## config.mk

```make
export PLATFORM = sky130hd
export DESIGN_NAME = pipeline_hazard_ctrl_flat
export DESIGN_NICKNAME = d
export VERILOG_FILES = /design/src/rtl/pipeline_hazard_ctrl_pkg.sv /design/src/rtl/pipeline_hazard_ctrl_if.sv /design/src/rtl/pipeline_hazard_ctrl_sat_counter.sv /design/src/rtl/pipeline_hazard_ctrl.sv /design/src/flat_wrapper.sv
export SDC_FILE = /design/constraint.sdc
export NUM_CORES = 1
export LEC_CHECK = 0
export ABC_CLOCK_PERIOD_IN_PS = 2350
export CAP_MARGIN = 20
export CORE_MARGIN = 5
export CORE_UTILIZATION = 35
export DETAILED_ROUTE_END_ITERATION = 8
export PLACE_DENSITY_LB_ADDON = 0.2
export SETUP_SLACK_MARGIN = 0.1
export SLEW_MARGIN = 20
export SYNTH_ARGS = -nofsm -noshare
export SYNTH_HDL_FRONTEND = slang
export SYNTH_HIERARCHICAL = 1
export SYNTH_SLANG_ARGS = --single-unit
```

## constraint.sdc

```tcl
create_clock -name CLK -period 2.35 [get_ports CLK]
set_input_delay 0.47 -clock CLK [delete_from_list [all_inputs] [get_ports CLK]]
set_output_delay 0.47 -clock CLK [all_outputs]
set_load 0.01 [all_outputs]
```

## src/rtl/pipeline_hazard_ctrl_pkg.sv

```systemverilog
// rtl/pipeline_hazard_ctrl_pkg.sv - shared types and helpers for the pipeline hazard controller
package pipe_ctrl_pkg;

  typedef enum logic [1:0] {
    RUN      = 2'd0,
    MEM_WAIT = 2'd1,
    ERROR    = 2'd2
  } state_e;

  localparam logic [4:0] REG_X0 = 5'd0;

  typedef struct packed {
    logic pc_ena;
    logic if_id_ena;
    logic if_id_flush;
    logic id_ex_ena;
    logic id_ex_flush;
    logic ex_mem_ena;
    logic mem_wb_ena;
  } ctrl_t;

  localparam ctrl_t CTRL_FREEZE = '0;

  // Control word when memory is not holding the pipe: redirect beats load-use,
  // because on a redirect the instruction in ID is wrong-path anyway.
  function automatic ctrl_t run_ctrl(input logic pc_sel, input logic load_use);
    ctrl_t c;
    c.pc_ena      = 1'b1;
    c.if_id_ena   = 1'b1;
    c.if_id_flush = 1'b0;
    c.id_ex_ena   = 1'b1;
    c.id_ex_flush = 1'b0;
    c.ex_mem_ena  = 1'b1;
    c.mem_wb_ena  = 1'b1;
    if (pc_sel) begin
      c.if_id_flush = 1'b1;
      c.id_ex_flush = 1'b1;
    end else if (load_use) begin
      c.pc_ena      = 1'b0;
      c.if_id_ena   = 1'b0;
      c.id_ex_flush = 1'b1;
    end
    return c;
  endfunction

endpackage

```

## src/rtl/pipeline_hazard_ctrl_if.sv

```systemverilog
// rtl/pipeline_hazard_ctrl_if.sv - hazard inputs and pipeline register controls
interface pipeline_hazard_ctrl_if #(
  parameter int CNT_W = 16
);
  logic [4:0]       ID_RS1;
  logic [4:0]       ID_RS2;
  logic             ID_USE_RS1;
  logic             ID_USE_RS2;
  logic [4:0]       EX_RD;
  logic             EX_MEM_READ;
  logic             PC_SEL;
  logic             DMEM_REQ;
  logic             DMEM_READY;
  logic             PC_ENA;
  logic             IF_ID_ENA;
  logic             IF_ID_FLUSH;
  logic             ID_EX_ENA;
  logic             ID_EX_FLUSH;
  logic             EX_MEM_ENA;
  logic             MEM_WB_ENA;
  logic             ERR;
  logic [CNT_W-1:0] STALL_CNT;
  logic [CNT_W-1:0] FLUSH_CNT;

  modport master (
    output ID_RS1, ID_RS2, ID_USE_RS1, ID_USE_RS2, EX_RD, EX_MEM_READ,
           PC_SEL, DMEM_REQ, DMEM_READY,
    input  PC_ENA, IF_ID_ENA, IF_ID_FLUSH, ID_EX_ENA, ID_EX_FLUSH,
           EX_MEM_ENA, MEM_WB_ENA, ERR, STALL_CNT, FLUSH_CNT
  );

  modport slave (
    input  ID_RS1, ID_RS2, ID_USE_RS1, ID_USE_RS2, EX_RD, EX_MEM_READ,
           PC_SEL, DMEM_REQ, DMEM_READY,
    output PC_ENA, IF_ID_ENA, IF_ID_FLUSH, ID_EX_ENA, ID_EX_FLUSH,
           EX_MEM_ENA, MEM_WB_ENA, ERR, STALL_CNT, FLUSH_CNT
  );
endinterface

```

## src/rtl/pipeline_hazard_ctrl_sat_counter.sv

```systemverilog
// rtl/pipeline_hazard_ctrl_sat_counter.sv - saturating event counter
module sat_counter #(
  parameter int W = 16
) (
  input  logic         CLK,
  input  logic         RESET,
  input  logic         INC,
  output logic [W-1:0] CNT
);
  logic [W-1:0] cnt_q;
  logic [W-1:0] cnt_d;

  // Advance on INC but stick at all-ones rather than wrapping
  always_comb begin
    cnt_d = cnt_q;
    if (INC && (cnt_q != '1)) cnt_d = cnt_q + W'(1);
  end

  // Count register
  always_ff @(posedge CLK or posedge RESET) begin
    if (RESET) cnt_q <= '0;
    else       cnt_q <= cnt_d;
  end

  assign CNT = cnt_q;
endmodule

```

## src/rtl/pipeline_hazard_ctrl.sv

```systemverilog
// rtl/pipeline_hazard_ctrl.sv - stall/flush sequencer with memory watchdog and perf counters
module pipeline_hazard_ctrl
  import pipe_ctrl_pkg::*;
#(
  parameter int TIMEOUT_CYCLES = 256,
  parameter int CNT_W          = 16
) (
  input  logic                  CLK,
  input  logic                  RESET,
  pipeline_hazard_ctrl_if.slave hz
);
  localparam int                WAIT_W     = $clog2(TIMEOUT_CYCLES + 1);
  localparam logic [WAIT_W-1:0] WAIT_LIMIT = WAIT_W'(TIMEOUT_CYCLES);

  state_e            state_q, state_d;
  logic [WAIT_W-1:0] wait_q, wait_d;
  ctrl_t             ctrl;
  logic              load_use;
  logic              mem_stall;
  logic              stall_inc;
  logic              flush_inc;
  logic [CNT_W-1:0]  stall_cnt;
  logic [CNT_W-1:0]  flush_cnt;

  // Hazard detection on the current ID/EX/MEM contents
  always_comb begin
    load_use  = hz.EX_MEM_READ && (hz.EX_RD != REG_X0) &&
                ((hz.ID_USE_RS1 && (hz.ID_RS1 == hz.EX_RD)) ||
                 (hz.ID_USE_RS2 && (hz.ID_RS2 == hz.EX_RD)));
    mem_stall = hz.DMEM_REQ && !hz.DMEM_READY;
  end

  // Next state, watchdog count and same-cycle pipeline controls
  always_comb begin
    state_d = state_q;
    wait_d  = wait_q;
    ctrl    = CTRL_FREEZE;
    unique case (state_q)
      RUN: begin
        if (mem_stall) begin
          state_d = MEM_WAIT;
          wait_d  = WAIT_W'(1);
        end else begin
          ctrl = run_ctrl(hz.PC_SEL, load_use);
        end
      end
      MEM_WAIT: begin
        if (!hz.DMEM_READY) begin
          wait_d = wait_q + WAIT_W'(1);
          if (wait_d >= WAIT_LIMIT) state_d = ERROR;
        end else begin
          ctrl    = run_ctrl(hz.PC_SEL, load_use);
          state_d = RUN;
          wait_d  = '0;
        end
      end
      ERROR: begin
        ctrl = CTRL_FREEZE;
      end
      default: begin
        state_d = RUN;
        wait_d  = '0;
      end
    endcase
    if (RESET) ctrl = CTRL_FREEZE;
  end

  // State and watchdog registers
  always_ff @(posedge CLK or posedge RESET) begin
    if (RESET) begin
      state_q <= RUN;
      wait_q  <= '0;
    end else begin
      state_q <= state_d;
      wait_q  <= wait_d;
    end
  end

  // Counter events; cycles spent in ERROR are not pipeline stalls
  always_comb begin
    stall_inc = !ctrl.pc_ena && (state_q != ERROR) && !RESET;
    flush_inc = ctrl.if_id_flush;
  end

  sat_counter #(.W(CNT_W)) u_stall_cnt (
    .CLK   (CLK),
    .RESET (RESET),
    .INC   (stall_inc),
    .CNT   (stall_cnt)
  );

  sat_counter #(.W(CNT_W)) u_flush_cnt (
    .CLK   (CLK),
    .RESET (RESET),
    .INC   (flush_inc),
    .CNT   (flush_cnt)
  );

  assign hz.PC_ENA      = ctrl.pc_ena;
  assign hz.IF_ID_ENA   = ctrl.if_id_ena;
  assign hz.IF_ID_FLUSH = ctrl.if_id_flush;
  assign hz.ID_EX_ENA   = ctrl.id_ex_ena;
  assign hz.ID_EX_FLUSH = ctrl.id_ex_flush;
  assign hz.EX_MEM_ENA  = ctrl.ex_mem_ena;
  assign hz.MEM_WB_ENA  = ctrl.mem_wb_ena;
  assign hz.ERR         = (state_q == ERROR);
  assign hz.STALL_CNT   = stall_cnt;
  assign hz.FLUSH_CNT   = flush_cnt;
endmodule

```

## src/flat_wrapper.sv

```systemverilog
// flat-port wrapper written by rule: the top's interface ports become plain ports
module pipeline_hazard_ctrl_flat import pipe_ctrl_pkg::*;
#(
  parameter int TIMEOUT_CYCLES = 256,
  parameter int CNT_W          = 16
)
  (CLK, RESET, hz_ID_RS1, hz_ID_RS2, hz_ID_USE_RS1, hz_ID_USE_RS2, hz_EX_RD, hz_EX_MEM_READ, hz_PC_SEL, hz_DMEM_REQ, hz_DMEM_READY, hz_PC_ENA, hz_IF_ID_ENA, hz_IF_ID_FLUSH, hz_ID_EX_ENA, hz_ID_EX_FLUSH, hz_EX_MEM_ENA, hz_MEM_WB_ENA, hz_ERR, hz_STALL_CNT, hz_FLUSH_CNT);
  pipeline_hazard_ctrl_if #(.CNT_W(CNT_W)) hz_i ();
  input  logic CLK;
  input  logic RESET;
  input wire logic [$bits(hz_i.ID_RS1)-1:0] hz_ID_RS1;
  input wire logic [$bits(hz_i.ID_RS2)-1:0] hz_ID_RS2;
  input wire logic [$bits(hz_i.ID_USE_RS1)-1:0] hz_ID_USE_RS1;
  input wire logic [$bits(hz_i.ID_USE_RS2)-1:0] hz_ID_USE_RS2;
  input wire logic [$bits(hz_i.EX_RD)-1:0] hz_EX_RD;
  input wire logic [$bits(hz_i.EX_MEM_READ)-1:0] hz_EX_MEM_READ;
  input wire logic [$bits(hz_i.PC_SEL)-1:0] hz_PC_SEL;
  input wire logic [$bits(hz_i.DMEM_REQ)-1:0] hz_DMEM_REQ;
  input wire logic [$bits(hz_i.DMEM_READY)-1:0] hz_DMEM_READY;
  output wire logic [$bits(hz_i.PC_ENA)-1:0] hz_PC_ENA;
  output wire logic [$bits(hz_i.IF_ID_ENA)-1:0] hz_IF_ID_ENA;
  output wire logic [$bits(hz_i.IF_ID_FLUSH)-1:0] hz_IF_ID_FLUSH;
  output wire logic [$bits(hz_i.ID_EX_ENA)-1:0] hz_ID_EX_ENA;
  output wire logic [$bits(hz_i.ID_EX_FLUSH)-1:0] hz_ID_EX_FLUSH;
  output wire logic [$bits(hz_i.EX_MEM_ENA)-1:0] hz_EX_MEM_ENA;
  output wire logic [$bits(hz_i.MEM_WB_ENA)-1:0] hz_MEM_WB_ENA;
  output wire logic [$bits(hz_i.ERR)-1:0] hz_ERR;
  output wire logic [$bits(hz_i.STALL_CNT)-1:0] hz_STALL_CNT;
  output wire logic [$bits(hz_i.FLUSH_CNT)-1:0] hz_FLUSH_CNT;
  assign hz_i.ID_RS1 = hz_ID_RS1;
  assign hz_i.ID_RS2 = hz_ID_RS2;
  assign hz_i.ID_USE_RS1 = hz_ID_USE_RS1;
  assign hz_i.ID_USE_RS2 = hz_ID_USE_RS2;
  assign hz_i.EX_RD = hz_EX_RD;
  assign hz_i.EX_MEM_READ = hz_EX_MEM_READ;
  assign hz_i.PC_SEL = hz_PC_SEL;
  assign hz_i.DMEM_REQ = hz_DMEM_REQ;
  assign hz_i.DMEM_READY = hz_DMEM_READY;
  assign hz_PC_ENA = hz_i.PC_ENA;
  assign hz_IF_ID_ENA = hz_i.IF_ID_ENA;
  assign hz_IF_ID_FLUSH = hz_i.IF_ID_FLUSH;
  assign hz_ID_EX_ENA = hz_i.ID_EX_ENA;
  assign hz_ID_EX_FLUSH = hz_i.ID_EX_FLUSH;
  assign hz_EX_MEM_ENA = hz_i.EX_MEM_ENA;
  assign hz_MEM_WB_ENA = hz_i.MEM_WB_ENA;
  assign hz_ERR = hz_i.ERR;
  assign hz_STALL_CNT = hz_i.STALL_CNT;
  assign hz_FLUSH_CNT = hz_i.FLUSH_CNT;
  pipeline_hazard_ctrl #(.TIMEOUT_CYCLES(TIMEOUT_CYCLES), .CNT_W(CNT_W)) u_core (.CLK(CLK), .RESET(RESET), .hz(hz_i));
endmodule
```

==> results_dict.tcl <==
set metrics [dict create \
    synth_area_per_cell_um2 10.5 \
    start_util_pct 35.6 \
    fmax_ghz 0.449 \
    grtUsageTotal_pct 13.5 \
    status "complete, no violations" \
    synthCells 227 \
    synthAdderAreaFrac_pct 1.57 \
    hold_viol_final 0 \
    drt-met1-wl_mm 2.61 \
    die_w_um 92.7 \
    met3_length_um 223 \
    final_common_cell "dfrtp_1" \
    leakage_nw 1.47 \
    skew_ps 6.69 \
    synth.area.mux_share_pct 3.14 \
    rows 30 \
    ys_ff_latch 43 \
    syn-num-nets 253 \
    cp-start-kind "input pin" \
    detail-route-antenna-nets 0 \
    cts_made_buffers 5 \
    drtIter0Drc 39 \
    gp_congestion 0.765 \
    maxSlewHeadroom_pct 57.5 \
    drive_above_1_share_pct 25.2 \
    wl_per_cell_um 14.4 \
    synth_top_family_by_area "simple AND/OR/NAND/NOR gates" \
    end_kind "flip-flop" \
    cts_hold_buf 0 \
    overflow 0 \
    cp.required_ps 2520 \
    synth_xor_area_share_pct 12.8 \
    io-pin-count 63 \
    p_int_mw 1.43 \
    combPwrFrac_pct 29.5 \
    die_y_um 92.7 \
    power_frac_clock_pct 22.2 \
    grt_pass1_vias 1980 \
    wl_met2_mm 2.74 \
    synth-compound-area-share_pct 8.21 \
    drtPass1Iterations 4 \
    switching_share_pct 31.9 \
    port_buffers 62 \
    yosysWarningCount 6 \
    synth_area_leader_cell "dfrtp_1" \
    insertedDiodeCount 0 \
    p_per_area_nw_per_um2 629 \
    total_power_mw 2.10 \
    top_layer "met4" \
    clockRootBuffer "clkbuf_8" \
    vias 1962 \
    htreeDepth 2 \
    dp_slack_ps -554 \
    die-area_um2 8590 \
    fin_crit_ps 2230 \
    grt_max_degree 17 \
    power_frac_seq_pct 48.3 \
    cp_data_arrival_time_ps 2400 \
    rsz0062_at_grt "true" \
    finish.utilization_pct 49.7 \
    nFillCells 628 \
    cts_tree "built" \
    final_cell_mix "dfrtp_1, clkdlybuf4s50_1, xnor2_1, buf_4, nand2_1" \
    clk_pin_slew_ps 80 \
    drcViolationCount 0 \
    synth_top_area_share_pct 45.0 \
    drv_slew 0 \
    yosys-top-cells-area "dfrtp_1, xnor2_1, xor2_1" \
    clock_latency_ps 280 \
    yosys.area_share.simple_pct 26.7 \
    detail_route.wirelength_mm 5.61 \
    worst_pin_slew_ps 637 \
    fin_crit_sh_pct 94.7 \
    dp.cells 382 \
    ir_drop_uv 449 \
    finalNonFillerCells 390 \
    grt_pass1_wl_mm 9.43 \
    worst_slack_ps 124 \
    vias_per_cell 5.03 \
    hp-class "flip-flop to flip-flop" \
    nets 336 \
    drv_cap 0 \
    synthesis.area_um2 2390 \
    area_delta_synth_final_pct 39.6 \
    synth.distinct_cells 44 \
    p_sw_mw 0.672 \
    worstSetupPathType "input pin to flip-flop" \
    dp_hpwl_mm 4.22 \
    seq_area_frac_synth_pct 45.0 \
    cts_num_sinks 43 \
    antenna_found_initial 0 \
    core_area_um2 6720 \
    clk_path_buf_depth 2 \
    crit_path_max_fanout 3 \
    setup_violations 0 \
]
[flip-flops by register name, summed over array words and instances (netlist names)]
signal                  cells
u_core/wait_q               9
u_core/state_q              2
u_core/u_stall_cnt/CNT     16
u_core/u_flush_cnt/CNT     16
[metrics by stage]
stage	area (µm²)	hold WS, ps	setup TNS, ps
after floorplan	2410	322	0
after global placement	3220	486	-11080
after detailed placement	3220	506	-11260
after CTS	3310	518	0
after global routing	3340	540	0
final	3340	514	0
[worst max-delay path, cell delays in order]
cell and delay (ps):
buf_2 130, xor2_1 160, nor4_2 310, a32oi_1 100, buf_4 170, buf_6 110
o21ai_4 190, and4_4 280, nand3_4 90, nor2_4 90, mux2_4 300
[logic make-up (layout without fill, tap and decap cells)]
logic type | count (synthesis) | count (layout)
xor gates and xnor gates | 35 | 35
AOI/OAI and AO/OA | 30 | 30
buffers and inverters | 10 | 93
DFF | 43 | 43
muxes | 7 | 7
and+or+nand+nor | 99 | 99
adders and majority gates | 3 | 3
[power by group through the flow]
stage               clock network, mW  registers [mW]  logic [mW]
CTS                             0.488            1.01       0.622
finish                          0.467            1.02       0.620
detailed placement                  0            1.02       0.626
global placement                    0            1.02       0.617
floorplan                           0            1.03       0.266
global route                    0.515            1.04       0.683
[timing repair]
action                                  in CTS  in global routing
cloned                                       0                  0
gates resized for setup                     72                 23
pin swaps                                   17                 13
setup buffers                                1                  0
endpoints found under the setup margin      25                 16
[final timing paths]
check / end / cells after the start / slack [ps] / from
min: u_core/u_stall_cnt/CNT[15]$_DFFE_PP0P_ / 1 / 510 / u_core/u_stall_cnt/CNT[15]$_DFFE_PP0P_
min reg2reg: u_core/u_stall_cnt/CNT[15]$_DFFE_PP0P_ / 1 / 510 / u_core/u_stall_cnt/CNT[15]$_DFFE_PP0P_
max in group asynchronous: u_core/u_flush_cnt/CNT[10]$_DFFE_PP0P_ / 3 / 1320 / RESET
max: u_core/u_stall_cnt/CNT[14]$_DFFE_PP0P_ / 11 / 120 / hz_EX_RD[0]
max reg2reg: u_core/u_stall_cnt/CNT[14]$_DFFE_PP0P_ / 7 / 130 / u_core/state_q[1]$_DFFE_PP0P_
min in group asynchronous: u_core/wait_q[7]$_DFFE_PP0P_ / 3 / 520 / RESET
[cell type report]
class / count / area (µm²) / area share [%]
inverters: 5 / 18.8 / 0.562
multi-input cells: 174 / 1350 / 40.3
flip-flops and latches: 43 / 1080 / 32.2
clock inverters: 1 / 5.00 / 0.150
well taps: 80 / 100 / 3.00
clock buffers: 6 / 82.6 / 2.47
repair buffers: 81 / 712 / 21.3
[Yosys cell counts (all sizes together)]
| master | number |
|---|---|
| a32o | 1 |
| a21oi | 6 |
| nor3 | 2 |
| nor2 | 9 |
| and2b | 1 |
| or3 | 1 |
| o21ba | 1 |
| and2 | 3 |
| ha | 3 |
| o31a | 1 |
| and3 | 11 |
| a32oi | 1 |
| buf | 5 |
| nor4 | 4 |
| o21ai | 12 |
| a31o | 1 |
| mux2 | 4 |
| nand2b | 2 |
| xor2 | 10 |
| dfrtp | 43 |
| o21bai | 1 |
| nand2 | 20 |
| or4 | 2 |
| or3b | 1 |
| xnor2 | 25 |
| o21a | 2 |
| and4 | 9 |
| nand3 | 17 |
| o41ai | 1 |
| o31ai | 2 |
| inv | 5 |
| nand4 | 16 |
| mux2i | 3 |
| a31oi | 1 |
| nor4b | 1 |
[layer usage]
metal,GRT usage [%],up-vias
li1,-,993
met1,17.8,926
met2,22.4,41
met3,3.66,2
met4,2.93,0
met5,0,-
Power figures use the tool's default switching activity.
==> patch 1, RTL diff (config.mk and constraints unchanged) <==
`REG_X0`: 5'd0 -> 5'd1.
--- a/src/rtl/pipeline_hazard_ctrl_pkg.sv
+++ b/src/rtl/pipeline_hazard_ctrl_pkg.sv
@@ -7,7 +7,7 @@
     ERROR    = 2'd2
   } state_e;
 
-  localparam logic [4:0] REG_X0 = 5'd0;
+  localparam logic [4:0] REG_X0 = 5'd1;
 
   typedef struct packed {
     logic pc_ena;
Check against the original RTL: not equivalent (a bounded check fails within 4 cycles, from zero or initial values and one cycle with RESET high).
==> patch 1 against the original RTL <==
- total power is 0.32% higher
- synthesized area rose by 0.84%
- die area grew 0.75%
- clock skew up 4.6 ps
- sequential share of layout area down 0.82 points
- cell area grew 2.6%
- worst setup slack got worse by 35 ps
- routed wire length hardly changed
- sequential cell count unchanged
- clock power decreased by 3%
- fmax shrank 1.6%
- critical path type unchanged
==> patch 1: results (changes against the original RTL) <==
H-tree level count=2 (unchanged); RR Startpoint=u_core/state_q[0]; gpl congestion=0.732 (-4.4%); Syn Inst Count=227 (unchanged); Pre-Repair DR Iteration Count=4 (unchanged); PortBufs=62 (unchanged); vias in the first global route=2,004 (+1.2%); All-Layer GR Usage=0.134 (-0.00139); antenna cell count=0 (unchanged); DRT iter0 DRCs=68 (+74%); global-route wire length before repair=9310 µm (-1.2%); CP Launch Point=hz_ID_RS2[2]; library cells used by synthesis=47 (+6.8%); crit-path leading delay family=simple AND/OR/NAND/NOR gates; part of the Yosys area used for sequential elements=0.446 (-0.00373); Synth area leaders=dfrtp_1 (45%), xnor2_1 (9.1%), nand3_1 (3.5%); slew margin rel.=0.565 (-0.0100); Vias/cell=5.19 (+3.2%); clock insertion delay at the later pin of the skew report=290 ps; DP Area=3240 µm² (+0.66%); Root Driver=clkbuf_8; status=complete, no violations; Worst Reg-to-Reg Cells=9 (+2); initial antenna violation count=0 (unchanged); clock transition at the registers of the reported paths=80 ps (about the same); GR met1 Demand/Resource=0.173 (-0.00502); fin cells=397 (+1.8%); Async S/R FF share, synth=1.00 (unchanged); grt met3 use=0.0451 (+0.00850); Fill cells=651 (+3.7%); synth warn=6 (unchanged); Max rail drop VDD=0.385 mV (-14%); dpl hpwl=4130 µm (-2.1%); max incr delay on CP=280 ps (-30 ps); synthesis-to-finish area growth=42.1%; Post-synth top cells=dfrtp_1 (43), xnor2_1 (25), nand2_1 (19); hold path depth=1 (unchanged); clk buf depth=2 (unchanged); layout cell share with drive strength beyond 1=0.271 (+0.0197); routing usage on met2=0.212 (-0.0118); min-delay src=u_core/wait_q[7]; Min-Delay Path Class=reg2reg; post-route clock skew=11.3 ps (+4.62 ps); Worst Path Arrival=2440 ps (+40 ps); worst slack, placed=-684 ps (-130 ps); DR WL/cell=14.1 µm (-1.7%); Critical-path top delay cell=and4_4; leakage=1.52 nW (+3.2%); Final nets=342 (+1.8%); largest net degree at the start of global routing=17 (unchanged); CP max FO=3 (unchanged); Die ar.=8660 µm² (+0.75%)
-- patch 1: cell families after synthesis --
group | synth area share
mux | 0.0311
xor+xnor | 0.123
flops | 0.446
fa+ha+maj | 0.0156
compound gates | 0.0928
simple gates | 0.265
buf+inv | 0.0264
-- patch 1: final timing paths --
path / to / slack [ps]
worst max register to register: u_core/u_stall_cnt/CNT[10] / 120
worst min register to register: u_core/wait_q[7] / 500
worst min-delay path: u_core/wait_q[7] / 500
worst max-delay path: u_core/u_stall_cnt/CNT[10] / 90
max in group asynchronous: u_core/u_stall_cnt/CNT[7] / 1310
min in group asynchronous: u_core/wait_q[4] / 530
-- patch 1: final cells by class --
cell class	instances	share of cell area
well taps	80	0.0292
repair buffers	87	0.220
clock inverters	2	0.00365
multi-input cells	174	0.407
inverters	5	0.00547
flip-flops and latches	43	0.314
clock buffers	6	0.0212
-- patch 1: per-stage QoR --
| step | total power [mW] | TNS, ps |
|---|---|---|
| 2_1_floorplan | 1.30 | 0 |
| 3_3_place_gp | 1.65 | -9120 |
| 3_5_place_dp | 1.66 | -10680 |
| 4_1_cts | 2.13 | 0 |
| 5_1_grt | 2.24 | 0 |
| 6_report | 2.11 | 0 |
-- patch 1: what timing repair did --
| action | CTS | global route |
|---|---|---|
| setup buffers | 5 | 2 |
| pin swaps | 13 | 12 |
| gates resized for setup | 72 | 22 |
| cloned | 0 | 0 |
| setup endpoints to repair | 24 | 13 |
-- patch 1: routing by layer --
metal  part of all wire  routed length [µm]
met1               0.47                2620
met2               0.45                2540
met3              0.067                 375
met4              0.012                  70
met5                  0                   0
-- patch 1: power by group --
group,switching (mW),internal [mW]
clock,0.246,0.208
sequential,0.173,0.846
combinational,0.274,0.363
==> patch 2, RTL diff (same settings) <==
Without the edit above. Put a register stage on the output `hz.ERR`. The value now appears one clock later.
--- a/src/rtl/pipeline_hazard_ctrl.sv
+++ b/src/rtl/pipeline_hazard_ctrl.sv
@@ -103,7 +103,9 @@
   assign hz.ID_EX_FLUSH = ctrl.id_ex_flush;
   assign hz.EX_MEM_ENA  = ctrl.ex_mem_ena;
   assign hz.MEM_WB_ENA  = ctrl.mem_wb_ena;
-  assign hz.ERR         = (state_q == ERROR);
+  always_ff @(posedge CLK) begin
+    hz.ERR <= (state_q == ERROR);
+  end
   assign hz.STALL_CNT   = stall_cnt;
   assign hz.FLUSH_CNT   = flush_cnt;
 endmodule
Function: same outputs for any inputs over 10 cycles, from zero or initial values and one cycle with RESET high; that may be too few to reach the edited logic, so the function may still have changed.
==> patch 2 against the original RTL <==
- die area grew 0.75%
- critical path depth unchanged
- synthesized cell count grew 1.8%
- sequential share of layout area is 0.20 points higher
- worst setup slack gained 9.7 ps
- sequential cell count grew 1
- synthesized area is 0.84% higher
- non-clock buffer count rose by 7
- total power increased by 1.1%
- routed wire length is 0.61% lower
- cell area increased by 1.2%
==> patch 2: results (changes against the original RTL) <==
Post-synth top cells=dfrtp_1 (43), xnor2_1 (26), nand3_1 (18); mux cell area share after synthesis=0.0311 (-0.000260); layout cell share with drive strength beyond 1=0.239 (-0.0125); dpl hpwl=4130 µm (-2.1%); Synth Area in Compound Gates=0.0829 (+0.000874); area of the multi-input gates=1330 µm² (-1.5%); invs w/o clock=6 (+1); library cells used by synthesis=47 (+6.8%); post-route clock skew=9.58 ps (+2.90 ps); leakage=1.51 nW (+2.7%); syn_nets=257 (+1.6%); DR WL/cell=13.9 µm (-3.6%); Worst Path Arrival=2400 ps (about the same); part of the Yosys area used for sequential elements=0.454 (+0.00457); Signal buffers=88 (+8.6%); P_int=1.44 mW (+0.72%); clock insertion delay at the later pin of the skew report=300 ps (+20 ps); FF-to-FF setup slack=220 ps (+90 ps); Seq cells=44 (+2.3%); Final period util=0.943 (-0.00411); multi-input gates=176 (+1.1%); Synth area leaders=dfrtp_1 (45%), xnor2_1 (9.4%), nand3_1 (3.7%); worst slack, placed=-581 ps (-26.9 ps); max incr delay on CP=330 ps (+20 ps); Async S/R FF share, synth=0.977 (-0.0227); via count=2,087 (+6.4%); Critical-path top delay cell=mux2_2; global-route wire length before repair=9690 µm (+2.8%); status=complete, no violations; Min-Delay Path Class=in2async; Final nets=347 (+3.3%); Final clock-cell share=0.0240 (-0.00217); Fill cells=636 (+1.3%); Worst-Margin Slew=648 ps (+11.4 ps); Reg area=1100 µm² (+1.9%); non-clk buf share=0.223 (+0.0103); clock buffers=7 (+1); H-tree level count=2 (unchanged); Max rail drop VDD=0.232 mV (-48%)
[patch 2: what timing repair did]
action,4_1_cts,5_1_grt
endpoints found under the setup margin,23,10
buffers inserted,8,1
pin swaps,21,14
gates resized for setup,76,14
[patch 2: path summary, 6_finish.rpt]
| kind | from | end | cells after the start |
|---|---|---|---|
| worst min-delay path | RESET | u_core/wait_q[3] | 3 |
| worst min register to register | u_core/wait_q[6] | u_core/wait_q[6] | 1 |
| worst max-delay path | hz_EX_RD[1] | u_core/u_stall_cnt/CNT[14] | 11 |
| min in group CLK | u_core/wait_q[6] | u_core/wait_q[6] | 1 |
| worst max register to register | u_core/state_q[1] | u_core/u_stall_cnt/CNT[14] | 7 |
| max in group asynchronous | RESET | u_core/u_flush_cnt/CNT[1] | 3 |
[patch 2: metal layers]
metal / track usage / share of wire / wire, µm / vias to the layer above
met1: 0.177 / 0.45 / 2510 / 996
met3: 0.0451 / 0.070 / 390 / 11
li1: - / - / - / 1020
met5: 0 / 0 / 0 / -
met4: 0.0513 / 0.020 / 113 / 0
met2: 0.215 / 0.46 / 2560 / 60
[patch 2: worst reg2reg max path: stages, from the launching register on]
cell and delay (ps):
dfrtp_1 450, nor2b_1 200, or4_4 430, o21ai_4 170, and4_4 260, nand3_2 80
nor2_1 100, mux2_2 330
[patch 2: through the flow]
stage | instances | cell area (µm²) | hold WS [ps]
finish | 402 | 3380 | 507
global route | 402 | 3380 | 532
CTS | 401 | 3370 | 508
detailed placement | 385 | 3230 | 489
global placement | 385 | 3230 | 492
floorplan | 231 | 2420 | 322
[patch 2: power groups by stage]
stage	sequential (mW)	clock, mW	combinational [mW]
floorplan	1.05	0	0.268
CTS	1.03	0.486	0.645
global route	1.05	0.511	0.706
detailed placement	1.04	0	0.636
global placement	1.04	0	0.627
finish	1.03	0.460	0.640
